===== src/rtl/gen_sweep_ctrl_pkg.sv =====
// gen_sweep_ctrl_pkg: shared constants for the sweep sequencer (kiwi gen include).
// Latency: n/a (types, encodings and helpers only).
// Backpressure: n/a.
// Contents: cfg_sel encodings, FSM state encoding, default widths, max(v,1)-1 helper.
package gen_sweep_ctrl_pkg;

  localparam int GEN_PINC_W  = 48;
  localparam int GEN_ATTN_W  = 18;
  localparam int GEN_CNT_W   = 16;
  localparam int GEN_DWELL_W = 32;

  // cfg_sel register map
  localparam logic [2:0] GEN_SWP_START_H = 3'd0;
  localparam logic [2:0] GEN_SWP_START_L = 3'd1;
  localparam logic [2:0] GEN_SWP_STEP_H  = 3'd2;
  localparam logic [2:0] GEN_SWP_STEP_L  = 3'd3;
  localparam logic [2:0] GEN_SWP_NSTEPS  = 3'd4;
  localparam logic [2:0] GEN_SWP_DWELL   = 3'd5;
  localparam logic [2:0] GEN_SWP_ATTN    = 3'd6;
  localparam logic [2:0] GEN_SWP_MODE    = 3'd7;

  typedef enum logic [1:0] {
    ST_IDLE  = 2'd0,
    ST_DWELL = 2'd1,
    ST_DONE  = 2'd2
  } swp_state_e;

  // Zero is treated as one, so the result is the terminal count / last index.
  function automatic logic [31:0] min1_m1(input logic [31:0] v);
    return (v == 32'd0) ? 32'd0 : v - 32'd1;
  endfunction

endpackage


===== src/rtl/gen_sweep_ctrl_if.sv =====
// gen_sweep_ctrl_if: config/control bus and generator-facing outputs of the sweep sequencer.
// Latency: n/a (wires only).
// Backpressure: none; strobes are single-cycle pulses already in adc_clk.
// master: CPU-side driver (cfg_*, start, stop) and observer of the outputs.
// slave : the sequencer itself.
interface gen_sweep_ctrl_if #(
  parameter int PINC_W = 48,
  parameter int ATTN_W = 18,
  parameter int CNT_W  = 16
);
  logic              cfg_wr;
  logic [2:0]        cfg_sel;
  logic [31:0]       cfg_data;
  logic              start;
  logic              stop;
  logic [PINC_W-1:0] phase_inc;
  logic [ATTN_W-1:0] attn;
  logic              upd;
  logic              busy;
  logic              done;
  logic [CNT_W-1:0]  step_idx;

  modport master (
    output cfg_wr, cfg_sel, cfg_data, start, stop,
    input  phase_inc, attn, upd, busy, done, step_idx
  );

  modport slave (
    input  cfg_wr, cfg_sel, cfg_data, start, stop,
    output phase_inc, attn, upd, busy, done, step_idx
  );
endinterface


===== src/rtl/gen_sweep_timer.sv =====
// gen_sweep_timer: dwell down-counter with synchronous load and terminal-count flag.
// Latency: load value visible one cycle after load; tc is combinational from the count.
// Backpressure: none; count parks at zero when enabled without a reload.
// Ports: clk/rst, load + load_val, en (decrement), tc (count == 0), cnt.
module gen_sweep_timer #(
  parameter int W = 32
) (
  input  logic         clk,
  input  logic         rst,
  input  logic         load,
  input  logic [W-1:0] load_val,
  input  logic         en,
  output logic         tc,
  output logic [W-1:0] cnt
);

  always_ff @(posedge clk or posedge rst) begin
    if (rst) begin
      cnt <= '0;
    end else if (load) begin
      cnt <= load_val;
    end else if (en && (cnt != '0)) begin
      cnt <= cnt - 1'b1;
    end
  end

  assign tc = (cnt == '0);

endmodule


===== src/rtl/gen_sweep_ctrl.sv =====
// gen_sweep_ctrl: frequency-sweep sequencer driving DDS phase increment and attenuation.
// Latency: start -> phase_inc/upd valid 1 cycle; each step held exactly max(dwell,1) cycles.
// Backpressure: none; start ignored while sweeping, stop always wins.
// Ports: adc_clk, reset (async, active-high), bus (gen_sweep_ctrl_if.slave).
// Option: define GEN_SWEEP_LOOP_EN to enable loop mode via cfg_sel 7 bit 0.
module gen_sweep_ctrl
  import gen_sweep_ctrl_pkg::*;
#(
  parameter int PINC_W = GEN_PINC_W,
  parameter int ATTN_W = GEN_ATTN_W,
  parameter int CNT_W  = GEN_CNT_W
) (
  input  logic             adc_clk,
  input  logic             reset,
  gen_sweep_ctrl_if.slave  bus
);

  // Shadow configuration, written by the CPU in any state
  logic [PINC_W-1:0]      sh_start;
  logic [PINC_W-1:0]      sh_step;
  logic [CNT_W-1:0]       sh_nsteps;
  logic [GEN_DWELL_W-1:0] sh_dwell;
  logic [ATTN_W-1:0]      sh_attn;

  // Active sweep parameters, captured on start
  logic [PINC_W-1:0]      act_start;
  logic [PINC_W-1:0]      act_step;
  logic [CNT_W-1:0]       act_last;
  logic [GEN_DWELL_W-1:0] act_dwell_m1;
  logic                   loop_en;

  // Output registers
  logic [PINC_W-1:0]      phase_q;
  logic [ATTN_W-1:0]      attn_q;
  logic [CNT_W-1:0]       idx_q;
  logic                   upd_q;

  swp_state_e state, state_nxt;
  logic do_load, do_step, do_restart, do_clear;

  logic                   tmr_tc;
  logic                   tmr_load;
  logic [GEN_DWELL_W-1:0] tmr_val;
  logic [GEN_DWELL_W-1:0] tmr_cnt;

  logic attn_wr;
  assign attn_wr = bus.cfg_wr && (bus.cfg_sel == GEN_SWP_ATTN);

  // Shadow registers
  always_ff @(posedge adc_clk or posedge reset) begin
    if (reset) begin
      sh_start  <= '0;
      sh_step   <= '0;
      sh_nsteps <= '0;
      sh_dwell  <= '0;
      sh_attn   <= '0;
    end else if (bus.cfg_wr) begin
      case (bus.cfg_sel)
        GEN_SWP_START_H: sh_start[PINC_W-1:16] <= bus.cfg_data[PINC_W-17:0];
        GEN_SWP_START_L: sh_start[15:0]        <= bus.cfg_data[15:0];
        GEN_SWP_STEP_H:  sh_step[PINC_W-1:16]  <= bus.cfg_data[PINC_W-17:0];
        GEN_SWP_STEP_L:  sh_step[15:0]         <= bus.cfg_data[15:0];
        GEN_SWP_NSTEPS:  sh_nsteps             <= bus.cfg_data[CNT_W-1:0];
        GEN_SWP_DWELL:   sh_dwell              <= bus.cfg_data;
        GEN_SWP_ATTN:    sh_attn               <= bus.cfg_data[ATTN_W-1:0];
        default:         ;
      endcase
    end
  end

`ifdef GEN_SWEEP_LOOP_EN
  logic sh_loop;
  logic act_loop;

  always_ff @(posedge adc_clk or posedge reset) begin
    if (reset) begin
      sh_loop  <= 1'b0;
      act_loop <= 1'b0;
    end else begin
      if (bus.cfg_wr && (bus.cfg_sel == GEN_SWP_MODE)) begin
        sh_loop <= bus.cfg_data[0];
      end
      // Mode is latched with the rest of the sweep so a mid-sweep write waits for the next start
      if (do_load) begin
        act_loop <= sh_loop;
      end
    end
  end

  assign loop_en = act_loop;
`else
  assign loop_en = 1'b0;
`endif

  // State register
  always_ff @(posedge adc_clk or posedge reset) begin
    if (reset) begin
      state <= ST_IDLE;
    end else begin
      state <= state_nxt;
    end
  end

  // Next state and datapath controls
  always_comb begin
    state_nxt  = state;
    do_load    = 1'b0;
    do_step    = 1'b0;
    do_restart = 1'b0;
    do_clear   = 1'b0;
    if (bus.stop) begin
      state_nxt = ST_IDLE;
      do_clear  = 1'b1;
    end else begin
      case (state)
        ST_IDLE, ST_DONE: begin
          if (bus.start) begin
            state_nxt = ST_DWELL;
            do_load   = 1'b1;
          end
        end
        ST_DWELL: begin
          if (tmr_tc) begin
            if (idx_q == act_last) begin
              if (loop_en) begin
                do_restart = 1'b1;
              end else begin
                state_nxt = ST_DONE;
              end
            end else begin
              do_step = 1'b1;
            end
          end
        end
        default: begin
          state_nxt = ST_IDLE;
          do_clear  = 1'b1;
        end
      endcase
    end
  end

  // On start the reload comes straight from the shadow dwell; later reloads reuse the captured one.
  always_comb begin
    tmr_load = do_load | do_step | do_restart | do_clear;
    tmr_val  = act_dwell_m1;
    if (do_clear) begin
      tmr_val = '0;
    end else if (do_load) begin
      tmr_val = min1_m1(sh_dwell);
    end
  end

  gen_sweep_timer #(
    .W (GEN_DWELL_W)
  ) u_timer (
    .clk      (adc_clk),
    .rst      (reset),
    .load     (tmr_load),
    .load_val (tmr_val),
    .en       (state == ST_DWELL),
    .tc       (tmr_tc),
    .cnt      (tmr_cnt)
  );

  // Sweep datapath
  always_ff @(posedge adc_clk or posedge reset) begin
    if (reset) begin
      phase_q      <= '0;
      idx_q        <= '0;
      upd_q        <= 1'b0;
      act_start    <= '0;
      act_step     <= '0;
      act_last     <= '0;
      act_dwell_m1 <= '0;
    end else begin
      upd_q <= 1'b0;
      if (do_clear) begin
        phase_q <= '0;
        idx_q   <= '0;
      end else if (do_load) begin
        phase_q      <= sh_start;
        idx_q        <= '0;
        upd_q        <= 1'b1;
        act_start    <= sh_start;
        act_step     <= sh_step;
        act_last     <= CNT_W'(min1_m1(32'(sh_nsteps)));
        act_dwell_m1 <= min1_m1(sh_dwell);
      end else if (do_step) begin
        // Modulo 2^PINC_W: a negative step is just the two's complement add
        phase_q <= phase_q + act_step;
        idx_q   <= idx_q + 1'b1;
        upd_q   <= 1'b1;
      end else if (do_restart) begin
        phase_q <= act_start;
        idx_q   <= '0;
        upd_q   <= 1'b1;
      end
    end
  end

  // Attenuation follows a write on the next cycle, but is held at zero whenever the FSM is idle
  always_ff @(posedge adc_clk or posedge reset) begin
    if (reset) begin
      attn_q <= '0;
    end else if (state_nxt == ST_IDLE) begin
      attn_q <= '0;
    end else if (attn_wr) begin
      attn_q <= bus.cfg_data[ATTN_W-1:0];
    end else begin
      attn_q <= sh_attn;
    end
  end

  assign bus.phase_inc = phase_q;
  assign bus.attn      = attn_q;
  assign bus.upd       = upd_q;
  assign bus.step_idx  = idx_q;
  assign bus.busy      = (state == ST_DWELL);
  assign bus.done      = (state == ST_DONE);

endmodule


===== src/flat_wrapper.sv =====
// flat-port wrapper written by rule: the top's interface ports become plain ports
module gen_sweep_ctrl_flat import gen_sweep_ctrl_pkg::*;
#(
  parameter int PINC_W = GEN_PINC_W,
  parameter int ATTN_W = GEN_ATTN_W,
  parameter int CNT_W  = GEN_CNT_W
)
  (adc_clk, reset, bus_cfg_wr, bus_cfg_sel, bus_cfg_data, bus_start, bus_stop, bus_phase_inc, bus_attn, bus_upd, bus_busy, bus_done, bus_step_idx);
  gen_sweep_ctrl_if #(.PINC_W(PINC_W), .ATTN_W(ATTN_W), .CNT_W(CNT_W)) bus_i ();
  input  logic adc_clk;
  input  logic reset;
  input wire logic [$bits(bus_i.cfg_wr)-1:0] bus_cfg_wr;
  input wire logic [$bits(bus_i.cfg_sel)-1:0] bus_cfg_sel;
  input wire logic [$bits(bus_i.cfg_data)-1:0] bus_cfg_data;
  input wire logic [$bits(bus_i.start)-1:0] bus_start;
  input wire logic [$bits(bus_i.stop)-1:0] bus_stop;
  output wire logic [$bits(bus_i.phase_inc)-1:0] bus_phase_inc;
  output wire logic [$bits(bus_i.attn)-1:0] bus_attn;
  output wire logic [$bits(bus_i.upd)-1:0] bus_upd;
  output wire logic [$bits(bus_i.busy)-1:0] bus_busy;
  output wire logic [$bits(bus_i.done)-1:0] bus_done;
  output wire logic [$bits(bus_i.step_idx)-1:0] bus_step_idx;
  assign bus_i.cfg_wr = bus_cfg_wr;
  assign bus_i.cfg_sel = bus_cfg_sel;
  assign bus_i.cfg_data = bus_cfg_data;
  assign bus_i.start = bus_start;
  assign bus_i.stop = bus_stop;
  assign bus_phase_inc = bus_i.phase_inc;
  assign bus_attn = bus_i.attn;
  assign bus_upd = bus_i.upd;
  assign bus_busy = bus_i.busy;
  assign bus_done = bus_i.done;
  assign bus_step_idx = bus_i.step_idx;
  gen_sweep_ctrl #(.PINC_W(PINC_W), .ATTN_W(ATTN_W), .CNT_W(CNT_W)) u_core (.adc_clk(adc_clk), .reset(reset), .bus(bus_i));
endmodule

===== config.mk =====
export PLATFORM = sky130hd
export DESIGN_NAME = gen_sweep_ctrl_flat
export DESIGN_NICKNAME = d
export VERILOG_FILES = /design/src/rtl/gen_sweep_ctrl_pkg.sv /design/src/rtl/gen_sweep_ctrl_if.sv /design/src/rtl/gen_sweep_timer.sv /design/src/rtl/gen_sweep_ctrl.sv /design/src/flat_wrapper.sv
export SDC_FILE = /design/constraint.sdc
export NUM_CORES = 1
export LEC_CHECK = 0
export ABC_AREA = 1
export CORE_ASPECT_RATIO = 0.7
export CORE_MARGIN = 2
export CORE_UTILIZATION = 61
export DETAILED_ROUTE_END_ITERATION = 16
export PLACE_DENSITY = 0.81
export SYNTH_ARGS = -nofsm -noshare
export SYNTH_HDL_FRONTEND = slang
export SYNTH_SLANG_ARGS = --single-unit

===== constraint.sdc =====
create_clock -name adc_clk -period 16.1 [get_ports adc_clk]
set_input_delay 4.83 -clock adc_clk [delete_from_list [all_inputs] [get_ports adc_clk]]
set_output_delay 4.83 -clock adc_clk [all_outputs]
set_load 0.02 [all_outputs]

### After elaboration in Yosys (flattened, before gate mapping)

Index checks and enable logic that the tools add are counted.

* register bits after elaboration: 375
* memories kept: 0
* bits in read-only memories: 0
* latch bits: 0
* input port bits: 40
* output and inout port bits: 85
* logic and storage cells: 85
* bits in writable memories: 0

* $lt $le $gt $ge: 0
* shift operators: 0
* bitwise logic cells: 3
* add/sub/neg operators: 5
* equal/unequal tests: 9
* multiply operators: 0
* div/mod/pow operators: 0
* multiplexer cells: 31
* reduce and logical (&&, ||, !) cells: 21

Operator list (number)
* $mux W32: 5
* $mux W48: 3
* $logic_not A32 Y1: 2
* $mux W16: 4
* $sub A32 B1 Y32 const B: 2
* $add A48 B48 Y48: 1
* $mux W18: 2
* $reduce_bool A32 Y1: 1
* $add A16 B1 Y16 const B: 1
* $eq A16 B16 Y1: 1
* $logic_not A16 Y1: 1
* $reduce_and A2 Y1: 8
* $sub A16 B1 Y16 const B: 1
* $mux W1: 12
* $eq A3 B3 Y1 const B: 3
* $mux W2: 4
* $eq A3 B2 Y1 const B: 2
* $logic_not A2 Y1: 2
* $pmux W2 S2: 1
* $eq A3 B1 Y1 const B: 1
* $logic_not A3 Y1: 1
* $reduce_bool A3 Y1: 1
* $reduce_or A3 Y1: 1
* $eq A2 B1 Y1 const B: 1
* other kinds (6): 8

### Depth between registers and ports, before layout

* depth in word-level cells: 8
* depth in mapped cells: 16
* mapped depth without buffers: 16

### By module

A second synthesis with hierarchy kept.

* cell total of the unflattened synthesis: 3047
* area total of the unflattened synthesis: 21411.8 um^2

By module, submodules not included
* gen_sweep_ctrl: area each 18891.9 um^2, sequential area each 8583.2 um^2, times used 1, cells each 2631
* gen_sweep_timer: area each 2519.9 um^2, sequential area each 800.8 um^2, times used 1, cells each 416

### Worst setup path after synthesis

OpenSTA, ideal clock, no wires.

* path kind: input to register
* start: in bus_start
* end: reg u_core.phase_q[10], in the netlist u_core.bus.phase_inc[10]
* stages: 10
* buffers on the path: 3
* data required time: 15976 ps
* setup time: 124 ps
* setup slack: 9947 ps
* arrival: 6029 ps
* cells stage by stage: inv_1 > nor2_4 > inv_2 > nor2_4 > inv_2 > buf_2 > buf_2 > buf_2 > o211ai_1 > nand2_1

* cells in the longest elaborated chain, start to end: 5
* elaborated cells between the ends (all ways): 6
* classes of those cells: 5 x mux; 1 x reduce/logical

Ends and longest elaborated chain
* start, declared: line flat_wrapper.sv:15 `input wire logic [$bits(bus_i.start)-1:0] bus_start;`
* $mux W1 (*): line gen_sweep_ctrl.sv:117 `if (bus.start) begin`
* $mux W1 (*): line gen_sweep_ctrl.sv:115 `case (state)`
* $mux W1 (*): line gen_sweep_ctrl.sv:111 `if (bus.stop) begin`
* $mux W48: line gen_sweep_ctrl.sv:181 `end else if (do_load) begin`
* $mux W48: line gen_sweep_ctrl.sv:178 `if (do_clear) begin`
* end signal, assigned: line gen_sweep_ctrl.sv:182 `phase_q <= sh_start;`
* end signal, assigned: line gen_sweep_ctrl.sv:191 `phase_q <= phase_q + act_step;`
* end signal, assigned: line gen_sweep_ctrl.sv:195 `phase_q <= act_start;`
* end, declared: line gen_sweep_ctrl.sv:33 `logic [PINC_W-1:0] phase_q;`

Mark *: on every way between the ends. The rest lies on a longest branch, timed or not.
A chain may end at the register's enable or synchronous reset.

### Worst setup path after layout

* start: in bus_start
* end: reg u_core.u_timer.cnt[22]

* cells in the longest elaborated chain, start to end: 6
* elaborated cells between the ends (all ways): 9
* classes of those cells: 6 x mux; 2 x bitwise; 1 x reduce/logical

Ends and longest elaborated chain
* $mux W1 (*): line gen_sweep_ctrl.sv:117
* $mux W1 (*): line gen_sweep_ctrl.sv:115
* $mux W1 (*): line gen_sweep_ctrl.sv:111
* $mux W32 / $or A1 B1 Y1 (equally long branches)
* $mux W32 / $or A1 B1 Y1 (equally long branches): line gen_sweep_ctrl.sv:147, gen_sweep_ctrl.sv:145
* $mux W32 / $reduce_bool A2 Y1 (equally long branches)
* end signal, assigned: line gen_sweep_timer.sv:21 `cnt <= load_val;`
* end signal, assigned: line gen_sweep_timer.sv:23 `cnt <= cnt - 1'b1;`
* end, declared: line gen_sweep_timer.sv:14 `output logic [W-1:0] cnt`

Marks and branches as above.

==> flow_metrics.tcl <==
set metrics [dict create \
    status "finished clean" \
    worstRegToRegCells 11 \
    slew_headroom_pct 15.3 \
    wl_um 63900 \
    synth.avg_cell_area_sq_um 6.96 \
    synth.yosys.seq_area_share_pct 43.6 \
    grt_pass1_wl_um 102000 \
    vdd_drop_max_mv 0.0935 \
    arrival_ns 8.68 \
    post-cts-setup-buffers 0 \
    whs_path_depth 2 \
    netlist_area_sq_mm 0.0215 \
    overflow 0 \
    ys.warnings.count 0 \
    grt_pass1_vias 18900 \
    fmax_mhz 122 \
    hold-worst-slack_ns 0.478 \
    grt_max_degree 189 \
    clk_pin_slew_worst_paths_ns 0.06 \
    track_usage_pct 34.8 \
    min_period_over_period_pct 51.0 \
    vias 20300 \
    hold_viol 0 \
    hp-class "register to register" \
    fin_setup_tns_ns 0 \
    die_h_um 161 \
    power.leakage_nw 13.3 \
    antenna_found_initial 1 \
    fp.coreArea_sq_mm 0.0347 \
    critical_path_class "input port to register" \
    p_total_mw 3.41 \
    fin_worst_skew_ns 0.0205 \
    layout_common_cells "nand2_1 (1,203), inv_1 (392), dfrtp_1 (375)" \
    htree_levels 2 \
    antenna_left 0 \
    port_buffers 124 \
    holdBufCountCts 0 \
    setup.worst_path.end_class "register" \
    wl_met2_um 27400 \
    cts_tree "done" \
    start_util_pct 62.0 \
    finalMaxSlewViolations 0 \
    r2r-end "u_core.bus.phase_inc[27]" \
    diodes 0 \
    powerDensity_mw_per_mm2 140 \
    num-nets-final 3264 \
    die_x_um 228 \
    drc_errors 0 \
    yosysUniqueCellTypes 44 \
    synth_ff_type "dfrtp_1" \
    mostFrequentLayoutCell "nand2_1" \
    fin_cells 3668 \
    rsz0062_at_grt "no" \
    ys_async_sr_fraction_pct 100 \
    maxCapViolations 0 \
    root_buffer "clkbuf_16" \
    drive_gt1_share_pct 3.10 \
    cts_max_path_buffers 3 \
    yosys.area.top_type_share_pct 43.6 \
    avgViaCountPerCell 5.53 \
    pre_cts_ws_ns 7.37 \
    clock_sinks 375 \
    period_minus_slack_ns 8.21 \
    synthTopCellsByArea "dfrtp_1 (44%), nand2_1 (21%), inv_1 (6.9%)" \
    clk_latency_ns 0.56 \
    drt_pre_antenna_iters 6 \
    io_pins 125 \
    syn_nets 3184 \
    cts_buffers 37 \
    cp_data_required_time_ns 16.58 \
    worstMarginPinSlew_ns 1.27 \
    top_layer_used "met4" \
    worst_slack_ns 7.89 \
    r2r_start "u_core.u_timer.cnt[0]" \
    reg2reg_slack_ns 12.06 \
    worstHoldStart "u_core.sh_step[10]" \
    rows 57 \
    wl_met1_um 29700 \
    cts-resized-gates 0 \
    finalSetupViolCount 0 \
    cp_max_fo 90 \
    syn_inst 3090 \
    place_inst 3603 \
    worstSetupStartpointType "input port" \
    area_growth_pct 13.0 \
    post_drt_wl_per_cell_um 17.4 \
    synth_edf_count 0 \
    met3_length_um 5320 \
    design.die.area_sq_mm 0.0368 \
    first_iter_violations 2543 \
    ys_seq_elements 375 \
    synth_top_area_cell "dfrtp_1" \
    dp_hpwl_um 45700 \
    hold_path_end "u_core.act_step[10]" \
    gp_congestion 0.998 \
]
area by class of cell:
type                    count  area, sq um
repair buffers            132         1310
well taps                 472          591
multi-input cells        2226        10200
clock buffers              45         1010
clock inverters            20          297
fillers                  2976        10400
inverters                 398         1510
flip-flops and latches    375         9380
where the power goes:
part	switching (mW)	internal [mW]
sequential	0.175	1.14
clock	0.394	0.547
combinational	0.747	0.406
Yosys cell counts (2+ instances only):
cell type,n
inv_2,5
a21o_1,3
buf_6,4
nand2_2,2
o211ai_1,5
clkbuf_1,43
nand3_2,2
buf_2,33
o21a_1,10
xor2_1,54
xnor2_1,25
nor2_1,331
nor3_1,12
nand2_1,1205
o32ai_1,3
dfrtp_1,375
nor2_4,5
mux2i_1,6
o21ai_1,8
o22ai_1,5
nand3b_1,2
ha_1,53
a21oi_1,36
nand3_1,135
or2_2,2
nand4_1,52
o31ai_1,2
buf_1,8
inv_1,393
buf_4,3
o21ai_0,240
o21bai_1,12
nor2_2,5
metal layers:
layer  track usage (%)  vias up
li1                  -     9738
met1              53.4     9600
met2              51.1      830
met3              6.07      101
met4              9.12        0
met5                 0        -
critical path: stages:
cell	delay (ns)
clkdlybuf4s50_1	0.46
inv_1	0.07
nor2_4	0.22
inv_2	0.07
nor2_4	0.07
buf_4	0.84
inv_6	0.38
buf_4	0.50
nor2_2	0.58
nand3_1	0.16
nand2_1	0.11
nand2_1	0.06
nand2_1	0.08
nand2_1	0.05
nand2_1	0.06
state kept, by name (all words and copies together), names as in the netlist:
name                  flops
u_core.bus.step_idx      16
u_core.state              2
u_core.bus.upd            1
u_core.sh_dwell          32
u_core.bus.attn          18
u_core.act_dwell_m1      32
u_core.bus.phase_inc     48
u_core.act_step          48
u_core.sh_attn           18
u_core.act_last          16
u_core.sh_step           48
u_core.sh_start          48
u_core.u_timer.cnt       32
u_core.sh_nsteps         16
cell families after synthesis:
group                    count (synthesis)  share of synthesized area, %
flip-flops                             375                          43.6
adder cells (fa/ha/maj)                 54                          3.17
AND/OR/NAND/NOR                       1759                          32.7
multiplexers                             6                         0.279
buffers and inverters                  489                          8.91
XOR/XNOR                                79                          3.22
AO/OA/AOI/OAI                          328                          8.14
per-stage QoR:
step / utilization (%) / area (sq um)
CTS: 70.0 / 24300
floorplan: - / 21500
global placement: 66.3 / 23000
detailed placement: 66.3 / 23000
global route: 70.0 / 24300
finish: 70.0 / 24300
worst max path at each step:
stage | from | to | cells after the start
2_1_floorplan | reset | u_core.act_dwell_m1[0] | 1
3_3_place_gp | bus_start | u_core.u_timer.cnt[22] | 15
3_5_place_dp | bus_start | u_core.u_timer.cnt[23] | 15
4_1_cts | bus_start | u_core.u_timer.cnt[22] | 15
5_1_grt | bus_start | u_core.u_timer.cnt[23] | 15
6_report | bus_start | u_core.u_timer.cnt[22] | 15
Note: power is estimated with default switching activity, not from simulation.
